**src/rtl/pcs_uart_pkg.sv**
```systemverilog
// Shared constants and types for the serial frame link (transmit and collect sides).
package pcs_uart_pkg;

    localparam int UART_DIV   = 16;
    localparam int UART_WIDTH = 32;

    localparam logic [UART_WIDTH-1:0] UART_IDLE_WORD = '1;

    // Snapshot format sized for the largest legal DIV (128) and WIDTH (32).
    localparam int TIMER_DIV_W = 7;
    localparam int TIMER_BIT_W = 5;

    typedef struct packed {
        logic [TIMER_DIV_W-1:0] div_cnt;
        logic [TIMER_BIT_W-1:0] bit_cnt;
    } frame_timer_t;

endpackage

```
**src/rtl/uart_frame_timer.sv**
```systemverilog
// Free-running bit/frame timer: one bit every DIV clocks, WIDTH bits per frame.
module uart_frame_timer
    import pcs_uart_pkg::*;
#(
    parameter int DIV   = UART_DIV,
    parameter int WIDTH = UART_WIDTH
) (
    input  logic i_clk,
    input  logic i_rst,
    output logic o_bit_tick,
    output logic o_frame_end
);

    localparam int DIV_W = $clog2(DIV);
    localparam int BIT_W = $clog2(WIDTH);

    localparam logic [DIV_W-1:0] DIV_LAST = DIV_W'(DIV - 1);
    localparam logic [BIT_W-1:0] BIT_LAST = BIT_W'(WIDTH - 1);

    logic [DIV_W-1:0] div_cnt;
    logic [BIT_W-1:0] bit_cnt;

    assign o_bit_tick  = (div_cnt == DIV_LAST);
    assign o_frame_end = o_bit_tick && (bit_cnt == BIT_LAST);

    // NOTE: registered state uses <= so every flop samples pre-edge values.
    always_ff @(posedge i_clk) begin
        if (i_rst) begin
            div_cnt <= '0;
            bit_cnt <= '0;
        end else if (o_bit_tick) begin
            div_cnt <= '0;
            bit_cnt <= (bit_cnt == BIT_LAST) ? '0 : bit_cnt + 1'b1;
        end else begin
            div_cnt <= div_cnt + 1'b1;
        end
    end

endmodule

```
**src/rtl/uart_tx_serialize.sv**
```systemverilog
// Serial frame transmitter: one-word holding buffer feeding an MSB-first shifter
// aligned to a free-running frame timer; empty frames go out as all-ones.
module uart_tx_serialize
    import pcs_uart_pkg::*;
#(
    parameter int DIV   = UART_DIV,
    parameter int WIDTH = UART_WIDTH
) (
    input  logic             i_clk,
    input  logic             i_rst,
    input  logic             i_valid,
    input  logic [WIDTH-1:0] i_data,
    output logic             o_ready,
    output logic             o_txd,
    output logic             o_frame_start,
    output logic             o_busy
);

    localparam logic [WIDTH-1:0] IDLE = UART_IDLE_WORD[WIDTH-1:0];

    logic             bit_tick;
    logic             frame_end;
    logic             take;
    logic [WIDTH-1:0] shift_reg;
    logic [WIDTH-1:0] hold_buf;
    logic             buf_full;
    logic             busy;
    logic             frame_start_d;

    uart_frame_timer #(
        .DIV   (DIV),
        .WIDTH (WIDTH)
    ) u_timer (
        .i_clk       (i_clk),
        .i_rst       (i_rst),
        .o_bit_tick  (bit_tick),
        .o_frame_end (frame_end)
    );

    // The buffer frees up in the frame_end cycle, so a new word can land there.
    assign o_ready = !i_rst && (!buf_full || frame_end);
    assign take    = i_valid && o_ready;

    // NOTE: data-only register left unreset; buf_full alone says whether it is meaningful.
    always_ff @(posedge i_clk) begin
        if (take) begin
            hold_buf <= i_data;
        end
    end

    always_ff @(posedge i_clk) begin
        if (i_rst) begin
            shift_reg     <= IDLE;
            buf_full      <= 1'b0;
            busy          <= 1'b0;
            frame_start_d <= 1'b0;
            o_txd         <= 1'b1;
            o_frame_start <= 1'b0;
            o_busy        <= 1'b0;
        end else begin
            if (frame_end) begin
                shift_reg <= buf_full ? hold_buf : IDLE;
                busy      <= buf_full;
            end else if (bit_tick) begin
                shift_reg <= {shift_reg[WIDTH-2:0], 1'b1};
            end

            if (take) begin
                buf_full <= 1'b1;
            end else if (frame_end) begin
                buf_full <= 1'b0;
            end

            // Frame markers ride one stage behind shift_reg, matching the line register.
            frame_start_d <= frame_end;
            o_frame_start <= frame_start_d;
            o_busy        <= busy;
            o_txd         <= shift_reg[WIDTH-1];
        end
    end

endmodule

```
**config.mk**
```make
export PLATFORM = sky130hd
export DESIGN_NAME = uart_tx_serialize
export DESIGN_NICKNAME = d
export VERILOG_FILES = /design/src/rtl/pcs_uart_pkg.sv /design/src/rtl/uart_frame_timer.sv /design/src/rtl/uart_tx_serialize.sv
export SDC_FILE = /design/constraint.sdc
export NUM_CORES = 1
export LEC_CHECK = 0
export ABC_AREA = 0
export CORE_UTILIZATION = 58
export DETAILED_ROUTE_END_ITERATION = 8
export PLACE_DENSITY = 0.92
export SYNTH_ARGS = -nofsm -noshare
export SYNTH_HDL_FRONTEND = slang
export SYNTH_SLANG_ARGS = --single-unit
```
**constraint.sdc**
```tcl
create_clock -name i_clk -period 6.1 [get_ports i_clk]
set_input_delay 1.22 -clock i_clk [delete_from_list [all_inputs] [get_ports i_clk]]
set_output_delay 1.22 -clock i_clk [all_outputs]
set_load 0.01 [all_outputs]
```
==> summary.md <==
| Metric | Value |
|---|---|
| Period utilisation layout | 73.4% |
| Slew @ Worst Pin | roughly 1.2 ns |
| Top Family by Delay on Critical Path | adder cells |
| Die area | around 5400 sq um |
| HP Start | frame_start_d$_SDFF_PP0_ |
| I/O Buffers | 38 |
| Worst setup path startpoint | u_timer.bit_cnt[0]$_SDFFE_PP0P_ |
| Setup CP Type | reg -> out |
| CP Data Arrival Time | 3.26 ns |
| CTS Root Cell | clkbuf_8 |
| Post-cts repair resize count | 0 |
| Yosys cell types | 30 |
| DR pass1 iterations | 5 |
| YS warnings | 0 |
| Worst vdd ir | 200 uV |
| Vias in the first global route | between 1.5k and 2k |
| Vias | around 2.1k |
| Mapped Cells | 274 |
| TNS Setup | 0 ns |
| PnR worst setup slack | 1.62 ns |
| Cell Rows | 25 |
| Clock Sinks | 79 |
| DP Worst Slack | 1.99 ns |
| Worst stage delay on the critical path | 0.89 ns |
| WP data required | about 4.9 ns |
| Global-route wire length before repair | between 8000 and 9000 um |
| Routability congestion estimate | 0.742 |
| Worst path cell trace | ha_1 -> and3_1 -> ha_2 -> nand4_1 -> a21oi_1 -> clkdlybuf4s50_1 |
| Worst hold-check path type | reg -> reg |
| R2r startpoint | u_timer.bit_cnt[0]$_SDFFE_PP0P_ |
| GRT Total Usage | a little over a fifth |
| Number of vias per cell | 5.71 |
| Synthesized area per cell | between 10 and 15 sq um |
| Ys flop type | dfxtp_1 |
| Fraction of layout cells with a size suffix above 1 | between 6 and 7% |
| Async set-reset flop share out of synthesis | 0% |
| Clock Latency Late Sink | approximately 0.35 ns |
| Post-DP Area | between 3000 and 4000 sq um |
| Skew final | 0.00577 ns |
| Final Critical Period | approximately 4.5 ns |
| DR iter-0 viols | 133 |
| HPWL Detailed | between 3000 and 4000 um |
| Flops & latches, synth | ~80 |
| Clk buf depth | 2 |
| Synthesized cell area | ~3000 sq um |
| Nets | 338 |
| Core area | 4850 sq um |
| Final WL | between 5000 and 6000 um |
| Crit. End Element | output port |
| Worst-path clk slew | about 0.08 ns |
| Critical-path maximum fanout | 71 |
| Hold-fix buffers, CTS | 0 |
| Routed WL per cell | ~14 um |
| Sequential area share after synthesis | 63.6% |
| H-Tree Depth | 3 |
| Fin area | about 3500 sq um |
| Post-synth EDFFs | 32 |
| Hold violation total from the final report | 0 |
| P per Cell Area | ~270 nW/um^2 |
| Die width | 73.8 um |
| Drt drc | 0 |
| Final setup viols | 0 |
| CTS tree | built |
| Syn_nets | ~310 |
| Aggregate global routing overflow | 0 |
| Setup Buffers After CTS | 0 |
| Max-Cap Viols | 0 |
| Critical path's slowest cell | ha_2 |
| Worst rel slew slack | 20.7% |
| # IOs | 39 |
| Reg2reg setup slack | 2.87 ns |
| Fin. max-slew vios | 0 |
| Syn-to-layout area delta | 18.6% |
| Final ANT Viol Nets | 0 |
| Antenna Cells | 0 |
| Fmax | 223 MHz |
| Pin count of the biggest net entering global routing | 72 |
| Num CTS Buffers | 9 |
| Die height | 73.8 um |
| Status | finished clean |
| Worst setup SP type | flip-flop |
| Leak | ~1.2 nW |
| RSZ-0062 raised after global routing | false |
| Crit path buffers/inverters | 1 |
| Initial antenna violation count | 0 |
| Starting Density | about three fifths |
==> cell usage after synthesis, types with 2 or more instances <==
library cell  instances  area share [%]
ha_1                  3             1.3
nand3b_1             32             8.0
nor2b_1               2            0.42
edfxtp_1             32              32
nand2_1               5            0.63
dfxtp_1              47              31
and3_1                2            0.42
buf_2                 7             1.2
nand3_1               2            0.33
o21ai_0              63              11
nor2_1                5            0.63
buf_1                 2            0.25
a31oi_1               2            0.42
clkbuf_1             16             2.0
a21oi_1              39             6.5
==> worst paths after layout <==
path                                   end  cells after the start
setup / recovery                   o_ready                      6
hold / removal    o_frame_start$_SDFF_PP0_                      1
setup reg to reg     hold_buf[4]$_DFFE_PP_                      7
hold reg to reg   o_frame_start$_SDFF_PP0_                      1
==> cell type report <==
cell class / count / area [sq um]
flip-flops and latches: 79 / 1900
well taps: 67 / 83.8
fillers: 324 / 1300
clock buffers: 13 / 159
repair buffers: 40 / 395
multi-input cells: 170 / 988
clock inverters: 3 / 17.5
==> logic make-up after synthesis <==
group           share of synthesized area (%)
compound gates                           18.5
xor+xnor                                0.293
fa+ha+maj                                1.26
buf+inv                                  3.43
flops                                    63.6
simple gates                             13.0
==> per-layer routing <==
| metal | track usage [%] | wire (um) | vias to the layer above |
|---|---|---|---|
| met5 | 0 | 0 | - |
| met4 | 12.2 | 130 | 0 |
| met3 | 6.45 | 218 | 14 |
| met2 | 34.8 | 2690 | 53 |
| met1 | 26.4 | 2260 | 1004 |
| li1 | - | - | 1053 |
==> stage by stage <==
step	total power [W]	util, %	hold WS, ns	instances
6_report	0.000953	73.1	0.452	372
5_1_grt	0.000984	73.1	0.466	372
4_1_cts	0.000960	73.1	0.453	372
3_5_place_dp	0.000620	69.5	0.436	356
3_3_place_gp	0.000618	69.5	0.425	356
2_1_floorplan	0.000592	-	0.414	274
==> power breakdown <==
part           total [W]  internal (W)  switching [W]
clock network   0.000345      0.000169       0.000176
registers       0.000569      0.000561     0.00000825
logic          0.0000394     0.0000252      0.0000143
==> cell usage in the layout, fill, tap and decap left out, drive strengths merged, types with 2 or more instances in the layout <==
| cell | count |
|---|---|
| nor2 | 5 |
| clkbuf | 13 |
| clkdlybuf4s50 | 38 |
| clkinv | 2 |
| dfxtp | 47 |
| nand3 | 3 |
| a21oi | 39 |
| o21ai | 64 |
| buf | 2 |
| a31oi | 2 |
| nand3b | 32 |
| and3 | 2 |
| nor2b | 2 |
| edfxtp | 32 |
| nand2 | 5 |
| ha | 3 |
Power figures use the tool's default switching activity.
